--- config.mk ---
export PLATFORM = sky130hd
export DESIGN_NAME = p2s_serializer
export DESIGN_NICKNAME = d
export VERILOG_FILES = /design/src/rtl/p2s_pkg.sv /design/src/rtl/p2s_sync_fifo.sv /design/src/rtl/p2s_serializer.sv
export SDC_FILE = /design/constraint.sdc
export NUM_CORES = 1
export LEC_CHECK = 0
export ABC_AREA = 0
export CELL_PAD_IN_SITES_DETAIL_PLACEMENT = 2
export CELL_PAD_IN_SITES_GLOBAL_PLACEMENT = 2
export CORE_MARGIN = 3
export CORE_UTILIZATION = 45
export DETAILED_ROUTE_END_ITERATION = 6
export GPL_TIMING_DRIVEN = 0
export PLACE_DENSITY = 0.74
export SKIP_CTS_REPAIR_TIMING = 1
export SLEW_MARGIN = 20
export SYNTH_ARGS = -nofsm -noshare
export SYNTH_HDL_FRONTEND = slang
export SYNTH_SLANG_ARGS = --single-unit
export TNS_END_PERCENT = 20
--- constraint.sdc ---
create_clock -name clk -period 3.2 [get_ports clk]
set_input_delay 0.64 -clock clk [delete_from_list [all_inputs] [get_ports clk]]
set_output_delay 0.64 -clock clk [all_outputs]
set_load 0.02 [all_outputs]
--- src/rtl/p2s_pkg.sv ---
// Shared types and sizing helpers for the p2s_serializer block.
package p2s_pkg;

  typedef enum logic [1:0] {
    IDLE = 2'd0,
    LOAD = 2'd1,
    SEND = 2'd2
  } state_t;

  // Data beats needed to carry one parallel word.
  function automatic int calc_beats(input int data_w, input int lanes);
    return data_w / lanes;
  endfunction

  // Beat counter width; never narrower than one bit.
  function automatic int cnt_width(input int beats);
    return (beats < 2) ? 1 : $clog2(beats);
  endfunction

  // Width of an occupancy counter that must hold 0..depth inclusive.
  function automatic int level_width(input int depth);
    return $clog2(depth + 1);
  endfunction

endpackage

--- src/rtl/p2s_sync_fifo.sv ---
// Synchronous FIFO with registered read data and a level counter from
// which full/empty are derived.
module p2s_sync_fifo
  import p2s_pkg::*;
#(
  parameter int DATA_W = 8,
  parameter int DEPTH  = 128
) (
  input  logic                          clk,
  input  logic                          reset_n,
  input  logic                          wr_en,
  input  logic [DATA_W-1:0]             din,
  input  logic                          rd_en,
  output logic [DATA_W-1:0]             dout,
  output logic [level_width(DEPTH)-1:0] level,
  output logic                          full,
  output logic                          empty
);

  localparam int AW = $clog2(DEPTH);
  localparam int LW = level_width(DEPTH);

  logic [DATA_W-1:0] mem [DEPTH];
  logic [AW-1:0]     wptr;
  logic [AW-1:0]     rptr;
  logic              wr_ok;
  logic              rd_ok;

  assign full  = (level == LW'(DEPTH));
  assign empty = (level == '0);
  // full/empty are taken before this cycle's read, so a write into a full
  // FIFO is dropped even when a read happens on the same edge.
  assign wr_ok = wr_en && !full;
  assign rd_ok = rd_en && !empty;

  // Storage array; contents are data only and need no reset.
  always_ff @(posedge clk) begin
    if (wr_ok) mem[wptr] <= din;
  end

  // Registered read port: dout is valid the cycle after rd_en.
  always_ff @(posedge clk) begin
    if (rd_ok) dout <= mem[rptr];
  end

  // Pointers wrap naturally at DEPTH; level moves by +1, -1 or 0.
  always_ff @(posedge clk or negedge reset_n) begin
    if (!reset_n) begin
      wptr  <= '0;
      rptr  <= '0;
      level <= '0;
    end else begin
      if (wr_ok) wptr <= wptr + AW'(1);
      if (rd_ok) rptr <= rptr + AW'(1);
      case ({wr_ok, rd_ok})
        2'b10:   level <= level + LW'(1);
        2'b01:   level <= level - LW'(1);
        default: level <= level;
      endcase
    end
  end

endmodule

--- src/rtl/p2s_serializer.sv ---
// Parallel-to-serial converter: FIFO-buffered words are shifted out LANES
// bits per beat under a valid/ready handshake, with one LOAD bubble between
// words. Define P2S_PARITY_EN to append an even-parity beat to every word.
module p2s_serializer
  import p2s_pkg::*;
#(
  parameter int DATA_W     = 8,
  parameter int FIFO_DEPTH = 128,
  parameter int LANES      = 1,
  parameter int AFULL_LVL  = 119,
  parameter int MSB_FIRST  = 1
) (
  input  logic                               clk,
  input  logic                               reset_n,
  input  logic [DATA_W-1:0]                  par_data,
  input  logic                               par_valid,
  output logic                               par_ready,
  output logic [LANES-1:0]                   ser_data,
  output logic                               ser_valid,
  input  logic                               ser_ready,
  output logic                               ser_last,
  output logic [level_width(FIFO_DEPTH)-1:0] fifo_level
);

  localparam int BEATS = calc_beats(DATA_W, LANES);
`ifdef P2S_PARITY_EN
  localparam int TOTAL = BEATS + 1;
`else
  localparam int TOTAL = BEATS;
`endif
  localparam int CNT_W = cnt_width(TOTAL);
  localparam int LVL_W = level_width(FIFO_DEPTH);
  localparam logic [CNT_W-1:0] LAST_IDX = CNT_W'(TOTAL - 1);
  localparam logic [LVL_W-1:0] AFULL_V  = LVL_W'(AFULL_LVL);
`ifdef P2S_PARITY_EN
  localparam logic [CNT_W-1:0] DATA_LAST = CNT_W'(BEATS - 1);
`endif

  if (DATA_W % LANES != 0) begin : g_bad_lanes
    $error("p2s_serializer: DATA_W must be a multiple of LANES");
  end
  if (FIFO_DEPTH < 2 || (FIFO_DEPTH & (FIFO_DEPTH - 1)) != 0) begin : g_bad_depth
    $error("p2s_serializer: FIFO_DEPTH must be a power of two >= 2");
  end
  if (AFULL_LVL < 1 || AFULL_LVL > FIFO_DEPTH) begin : g_bad_afull
    $error("p2s_serializer: AFULL_LVL out of range 1..FIFO_DEPTH");
  end

  state_t            state;
  logic [DATA_W-1:0] shreg;
  logic [CNT_W-1:0]  cnt;
  logic [DATA_W-1:0] fifo_dout;
  logic              fifo_full;
  logic              fifo_empty;
  logic              wr;
  logic              rd;
  logic              last_hs;
`ifdef P2S_PARITY_EN
  logic              par_bit;
`endif

  // Group of bits that goes out first from a word in the shift register.
  function automatic logic [LANES-1:0] head(input logic [DATA_W-1:0] w);
    if (MSB_FIRST != 0) return w[DATA_W-1 -: LANES];
    else                return w[LANES-1:0];
  endfunction

  // Shift register contents after one beat has been sent.
  function automatic logic [DATA_W-1:0] advance(input logic [DATA_W-1:0] w);
    if (MSB_FIRST != 0) return w << LANES;
    else                return w >> LANES;
  endfunction

`ifdef P2S_PARITY_EN
  // Parity beat: lane 0 carries the even-parity bit, other lanes are zero.
  function automatic logic [LANES-1:0] parity_beat(input logic p);
    logic [LANES-1:0] b;
    b    = '0;
    b[0] = p;
    return b;
  endfunction
`endif

  // Upstream may keep writing past the threshold until the FIFO is truly full.
  assign wr        = par_valid && !fifo_full;
  assign last_hs   = (state == SEND) && ser_valid && ser_ready && (cnt == LAST_IDX);
  assign rd        = ((state == IDLE) || last_hs) && !fifo_empty;
  assign par_ready = (fifo_level < AFULL_V);

  p2s_sync_fifo #(
    .DATA_W (DATA_W),
    .DEPTH  (FIFO_DEPTH)
  ) u_fifo (
    .clk     (clk),
    .reset_n (reset_n),
    .wr_en   (wr),
    .din     (par_data),
    .rd_en   (rd),
    .dout    (fifo_dout),
    .level   (fifo_level),
    .full    (fifo_full),
    .empty   (fifo_empty)
  );

  // Serializer FSM with registered beat outputs; ser_ready only steers the
  // next-state, never an output directly.
  always_ff @(posedge clk or negedge reset_n) begin
    if (!reset_n) begin
      state     <= IDLE;
      shreg     <= '0;
      cnt       <= '0;
      ser_data  <= '0;
      ser_valid <= 1'b0;
      ser_last  <= 1'b0;
`ifdef P2S_PARITY_EN
      par_bit   <= 1'b0;
`endif
    end else begin
      case (state)
        IDLE: begin
          if (!fifo_empty) state <= LOAD;
        end
        LOAD: begin
          shreg     <= fifo_dout;
          cnt       <= '0;
          ser_data  <= head(fifo_dout);
          ser_valid <= 1'b1;
          ser_last  <= (LAST_IDX == '0);
`ifdef P2S_PARITY_EN
          par_bit   <= ^fifo_dout;
`endif
          state     <= SEND;
        end
        SEND: begin
          if (ser_valid && ser_ready) begin
            if (cnt != LAST_IDX) begin
              cnt      <= cnt + CNT_W'(1);
              shreg    <= advance(shreg);
              ser_last <= ((cnt + CNT_W'(1)) == LAST_IDX);
`ifdef P2S_PARITY_EN
              if (cnt == DATA_LAST) ser_data <= parity_beat(par_bit);
              else                  ser_data <= head(advance(shreg));
`else
              ser_data <= head(advance(shreg));
`endif
            end else begin
              ser_valid <= 1'b0;
              ser_last  <= 1'b0;
              state     <= fifo_empty ? IDLE : LOAD;
            end
          end
        end
        default: state <= IDLE;
      endcase
    end
  end

endmodule

==> results.tsv, run 1 <==
metric	value	unit
status	finished, violations left	
violations	negative setup slack	
cts_tree	yes	
cellLeakagePower	15.5	nW
post-route-min-period	3.89	ns
h-tree-depth	3	
drc	0	
powerDensity	969	mW/mm²
fp.dieW	311	µm
syn-num-nets	2137	
area_growth_syn_to_layout	17.4	%
routabilityCongestion	0.883	
antenna_found_initial	5	
crit-reg2reg-launch	u_fifo.rptr[2]	
grt_first_pass_wirelength	228000	µm
grt_pass1_vias	25900	
rr_endpoint	u_fifo.dout[6]	
tightest_slew	1.29	ns
avgSynthCellArea	19.9	µm²
die_area	0.0970	mm²
vias_per_cell	7.01	
crit_arrival	4.38	ns
initialDrtViolationCount	3846	
fin_ws	-0.685	ns
setup_violations	424	
numCtsBuffers	112	
wl	172000	µm
skew	0.0379	ns
cp-startpoint	u_fifo.rptr[2]	
crit_path_start_kind	register	
clk_pin_slew	0.07	ns
maxSlewHeadroom	13.5	%
fin_util	53.5	%
dp_hpwl	102000	µm
via_count	25300	
drt_pass1_iterations	6	
wire_per_inst	47.6	µm
crit_end	u_fifo.dout[6]	
final_nets	2297	
fp.dieH	311	µm
power	47.8	mW
cts-root-buf	clkbuf_16	
async_reset_ff_share	3.46	%
coreArea	0.0921	mm²
hp-class	input pin to register	
drv_slew	0	
worstSetupEndpointType	register	
layout-drive-gt1-share	28.0	%
stdcell_area	0.0493	mm²
synth.area.top_cells	edfxtp_1, mux4_2, mux2i_1	
path_class	register to register	
maxCapViolCount	0	
start_util	45.6	%
rsz0062_at_grt	true	
r2r_cells	7	
grt_remaining_overflow	0	
ys_warn_count	0	
grtUsageTotal	34.3	%
timing.fmax	257	MHz
port_buffers	23	
grt_max_degree	101	
dpl_cell_area	0.0440	mm²
hold_viol_final	0	
pin_count	24	
ctsLongestPathBuffers	3	
synth_area	0.0420	mm²
reg2reg_slack	-0.69	ns
yosysSeqAreaShare	76.0	%
synth_flop_cell	edfxtp_1	
insertion_delay	0.73	ns
fp-row-count	111	
synth_edf_count	1032	
synth_top_area_share	73.8	%
worst_ep_required_time	3.69	ns
path_max_fanout	10	
syn-instance-count	2108	
synth_largest_area_cell	edfxtp_1	
ant_nets	0	
finalCritPeriodShare	121	%
ys_ff_latch	1069	
ir_worst_vdd	0.521	mV
cts_num_sinks	1069	
synth_cell_type_count	62	
-- metrics by stage --
step	TNS (ns)	worst slack (ns)	hold WS, ns	std cells
5_1_grt	-63.11	-0.426	0.341	3606
6_report	-39.25	-0.685	0.338	3608
2_1_floorplan	0	0.0669	0.344	2108
3_5_place_dp	-454.41	-1.55	0.473	3383
3_3_place_gp	-2381.89	-2.27	0.465	3374
4_1_cts	-141.81	-1.66	-0.198	3592
-- worst max-delay path: stages (launching register included) --
cell and delay, ns:
dfrtp_1 0.37, buf_2 0.23, nor2_2 0.40, clkbuf_4 0.45, buf_2 0.53, a211oi_1 0.20, a211oi_2 1.00, o32a_1 0.43
-- Yosys cell counts, types with 7 or more instances --
cell	n
xnor2_1	11
a211oi_1	33
o211ai_1	9
o22ai_1	13
a21oi_1	30
mux2i_1	130
buf_4	17
a22oi_1	52
nor2_1	155
nand3_1	26
dfrtp_1	37
nand2_1	73
ha_1	16
nor2b_1	9
buf_2	36
nand2b_1	7
buf_1	8
mux4_2	202
o221ai_1	9
edfxtp_1	1032
clkbuf_1	31
a221oi_1	9
inv_1	9
nor3_1	13
xor2_1	8
buf_6	16
a22o_1	26
o21ai_0	25
-- worst min path at each step --
stage / startpoint / to / slack, ns / depth (start not counted)
after global routing: par_data[4] / u_fifo.mem[10][4] / 0.34 / 1
after CTS: reset_n / cnt[1] / -0.20 / 1
after floorplan: reset_n / cnt[0] / 0.34 / 0
after detailed placement: ser_last / ser_last / 0.47 / 2
final: par_data[4] / u_fifo.mem[10][4] / 0.34 / 1
after global placement: ser_data / ser_data / 0.46 / 2
-- flip-flops by register name, indices dropped and copies added (netlist names) --
| register | cells |
|---|---|
| ser_valid | 1 |
| cnt | 3 |
| u_fifo.dout | 8 |
| u_fifo.mem | 1024 |
| u_fifo.rptr | 7 |
| ser_data | 1 |
| u_fifo.level | 8 |
| shreg | 7 |
| ser_last | 1 |
| u_fifo.wptr | 7 |
| state | 2 |
-- routing by layer --
metal	global-route usage, %	wire (µm)	vias up	share of wire (%)
met1	44.2	62000	13600	36
met2	53.2	79200	2116	46
met4	18.0	11700	6	6.8
li1	-	-	9028	-
met3	9.90	18600	582	11
met5	0	78	-	0.045
-- cells in the final DEF (no fill, tap or decap), types with 26 or more instances in the layout --
cell type,n
edfxtp_1,1032
mux4_2,202
mux2i_1,123
clkbuf_16,112
nand2_1,68
nor2_1,66
nor2_4,63
a22oi_1,50
dfrtp_1,35
clkbuf_1,34
buf_6,32
buf_4,31
nor2_2,26
a22o_1,26
-- cell type report --
| class | count | area [µm²] |
|---|---|---|
| sequential | 1069 | 31900 |
| clock inverter | 71 | 805 |
| inverter | 10 | 37.5 |
| buffer | 111 | 1120 |
| tap | 1243 | 1560 |
| timing repair buffer | 47 | 603 |
| multi-input combinational | 917 | 10300 |
| antenna | 2 | 5.00 |
| clock buffer | 138 | 2940 |
| fill | 7799 | 42800 |
-- cells by family (layout without fill, tap and decap cells) --
group / Yosys count / after routing / synth area share [%]
DFF: 1069 / 1069 / 76.0
muxes: 333 / 333 / 14.0
and+or+nand+nor: 304 / 304 / 3.09
AOI/OAI and AO/OA: 244 / 244 / 4.24
buffers and inverters: 122 / 377 / 1.77
xor gates and xnor gates: 19 / 19 / 0.396
adders and majority gates: 17 / 17 / 0.525
other: 0 / 2 / 0
-- power by group --
part / switching [mW] / total (mW) / internal, mW / leakage (nW)
Sequential: 0.358 / 16.3 / 15.9 / 9.74
Clock: 6.18 / 14.0 / 7.83 / 1.81
Combinational: 11.7 / 17.5 / 5.75 / 4.00
(Power assumes the default switching activity.)
==> inputs of run 2 (changes only) <==
- SKIP_LAST_GASP: default -> 1
==> run 2 against run 1 <==
The flow still finishes with violations (negative setup slack); largest cell class unchanged; power fell by 0.12%; first-iteration DRC count rose by 5.7%; count of clock-buffer cells in the layout did not move.
==> results.tsv, run 2 (synthesized netlist as in run 1, its figures left out) <==
metric	value	unit	change
status	finished, violations left		unchanged
violations	negative setup slack		unchanged
skew	0.0358	ns	was 0.0379 ns
stdcell_area	0.0490	mm²	was 0.0493 mm²
antenna_found_initial	10		was 5
start_util	45.6	%	unchanged
layout-drive-gt1-share	27.5	%	was 28.0%
post-route-min-period	3.76	ns	was 3.89 ns
drt_pass1_iterations	5		was 6
hp-class	input pin to register		unchanged
cellLeakagePower	15.5	nW	about the same
dpl_cell_area	0.0440	mm²	unchanged
fin_util	53.3	%	was 53.5%
timing.fmax	266	MHz	was 257 MHz
finalCritPeriodShare	117	%	was 121%
wl	173000	µm	was 172000 µm
grt_first_pass_wirelength	228000	µm	unchanged
path_class	register to register		unchanged
worstSetupEndpointType	register		unchanged
die_area	0.0970	mm²	unchanged
drv_slew	0		unchanged
crit_arrival	4.30	ns	was 4.38 ns
via_count	25300		about the same
power.switching	18.2	mW	was 18.3 mW
cts_num_sinks	1069		unchanged
routabilityCongestion	0.883		unchanged
swShare	38.2	%	was 38.3%
top_register	u_fifo.mem		unchanged
cts_tree	yes		unchanged
pin_count	24		unchanged
insertion_delay	0.72	ns	was 0.73 ns
comb_power_share	36.5	%	was 36.6%
ant_nets	0		unchanged
dp_hpwl	102000	µm	unchanged
routed.top_layer	met5		unchanged
top_regs	u_fifo.mem: 1024 flops, u_fifo.dout: 8 flops, u_fifo.level: 8 flops		unchanged
largest_reg_flops	1024		unchanged
grt_remaining_overflow	0		unchanged
fp.dieW	311	µm	unchanged
hold_viol_final	0		unchanged
path_max_fanout	10		unchanged
clk_pin_slew	0.08	ns	was 0.07 ns
drc	0		unchanged
final_cell_mix	edfxtp_1, mux4_2, mux2i_1		unchanged
maxSlewHeadroom	18.1	%	was 13.5%
grt_max_degree	101		unchanged
wl_met3	19400	µm	was 18600 µm
grtUsageTotal	34.3	%	unchanged
fin_tns_setup	-81.46	ns	was -39.25 ns
h-tree-depth	3		unchanged
powerDensity	973	mW/mm²	was 969 mW/mm²
fillerInstances	7820		was 7799
fp.dieH	311	µm	unchanged
tightest_slew	1.22	ns	was 1.29 ns
setup_violations	667		was 424
whs	0.349	ns	was 0.338 ns
fp-row-count	111		unchanged
coreArea	0.0921	mm²	unchanged
vias_per_cell	7.02		was 7.01
area_growth_syn_to_layout	16.8	%	was 17.4%
worst_ep_required_time	3.75	ns	was 3.69 ns
maxCapViolCount	0		unchanged
cts-root-buf	clkbuf_16		unchanged
crit_path_start_kind	register		unchanged
wl_met1	61900	µm	was 62000 µm
ctsLongestPathBuffers	3		unchanged
intPower	29.5	mW	about the same
final_nets	2297		unchanged
final_common_cell	edfxtp_1		unchanged
numCtsBuffers	112		unchanged
pwr-share-seq	34.1	%	was 34.0%
wire_per_inst	47.9	µm	was 47.6 µm
initialDrtViolationCount	4066		was 3846
route.met2.wl	79400	µm	was 79200 µm
rsz0062_at_grt	true		unchanged
clock_power_share	29.4	%	was 29.3%
port_buffers	23		unchanged
grt_pass1_vias	25900		unchanged
ir_worst_vdd	0.484	mV	was 0.521 mV
fin_ws	-0.557	ns	was -0.685 ns
run 2: cell types whose count changed in the layout (fill, tap and decap cells not counted), sizes merged:
cell | previous run | this run
diode | 2 | 5
buf | 109 | 110
clkbuf | 172 | 171
run 2: power by group through the flow:
stage          combinational, mW  sequential, mW  clock, mW
4_1_cts                     14.9            16.2       13.9
5_1_grt                     17.4            16.3       14.5
3_5_place_dp                14.7            16.5          0
2_1_floorplan               7.64            16.4          0
3_3_place_gp                13.9            16.5          0
6_report                    17.4            16.3       14.0
run 2: final timing paths:
check,start,end,slack (ns),cells after the start
worst max-delay path,u_fifo.rptr[2],u_fifo.dout[4],-0.56,8
min in group asynchronous,reset_n,shreg[2],0.39,2
worst max register to register,u_fifo.rptr[2],u_fifo.dout[4],-0.56,8
worst min register to register,ser_last,ser_last,0.49,2
worst min-delay path,par_data[4],u_fifo.mem[10][4],0.35,1
max in group asynchronous,reset_n,u_fifo.rptr[3],2.30,3
run 2: worst max-delay path: stages (launching register included):
cell      delay (ns)
dfrtp_1         0.34
buf_2           0.32
inv_2           0.27
nor2_4          0.34
buf_4           0.36
clkbuf_4        0.40
a22oi_1         0.20
a211oi_2        0.94
o32a_4          0.38
run 2: area by class of cell:
type | instances | area, µm² | share of cell area (%)
clock inverters | 71 | 805 | 1.64
plain buffers | 111 | 1110 | 2.27
repair buffers | 47 | 603 | 1.23
diodes | 5 | 12.5 | 0.0255
inverters | 10 | 37.5 | 0.0765
well taps | 1243 | 1560 | 3.17
flip-flops and latches | 1069 | 31900 | 65.1
multi-input cells | 917 | 10100 | 20.5
clock buffers | 138 | 2940 | 5.99
run 2: stage by stage:
step | setup slack [ns] | std cells | power, mW
2_1_floorplan | 0.0669 | 2108 | 24.1
3_3_place_gp | -2.27 | 3374 | 30.4
3_5_place_dp | -1.55 | 3383 | 31.2
4_1_cts | -1.66 | 3592 | 45.1
5_1_grt | -0.426 | 3606 | 48.2
6_report | -0.557 | 3611 | 47.7
run 2: metal layers:
| layer | up-vias | GRT usage, % |
|---|---|---|
| li1 | 9027 | - |
| met1 | 13500 | 44.2 |
| met2 | 2206 | 53.2 |
| met3 | 594 | 9.90 |
| met4 | 8 | 18.0 |
| met5 | - | 0 |
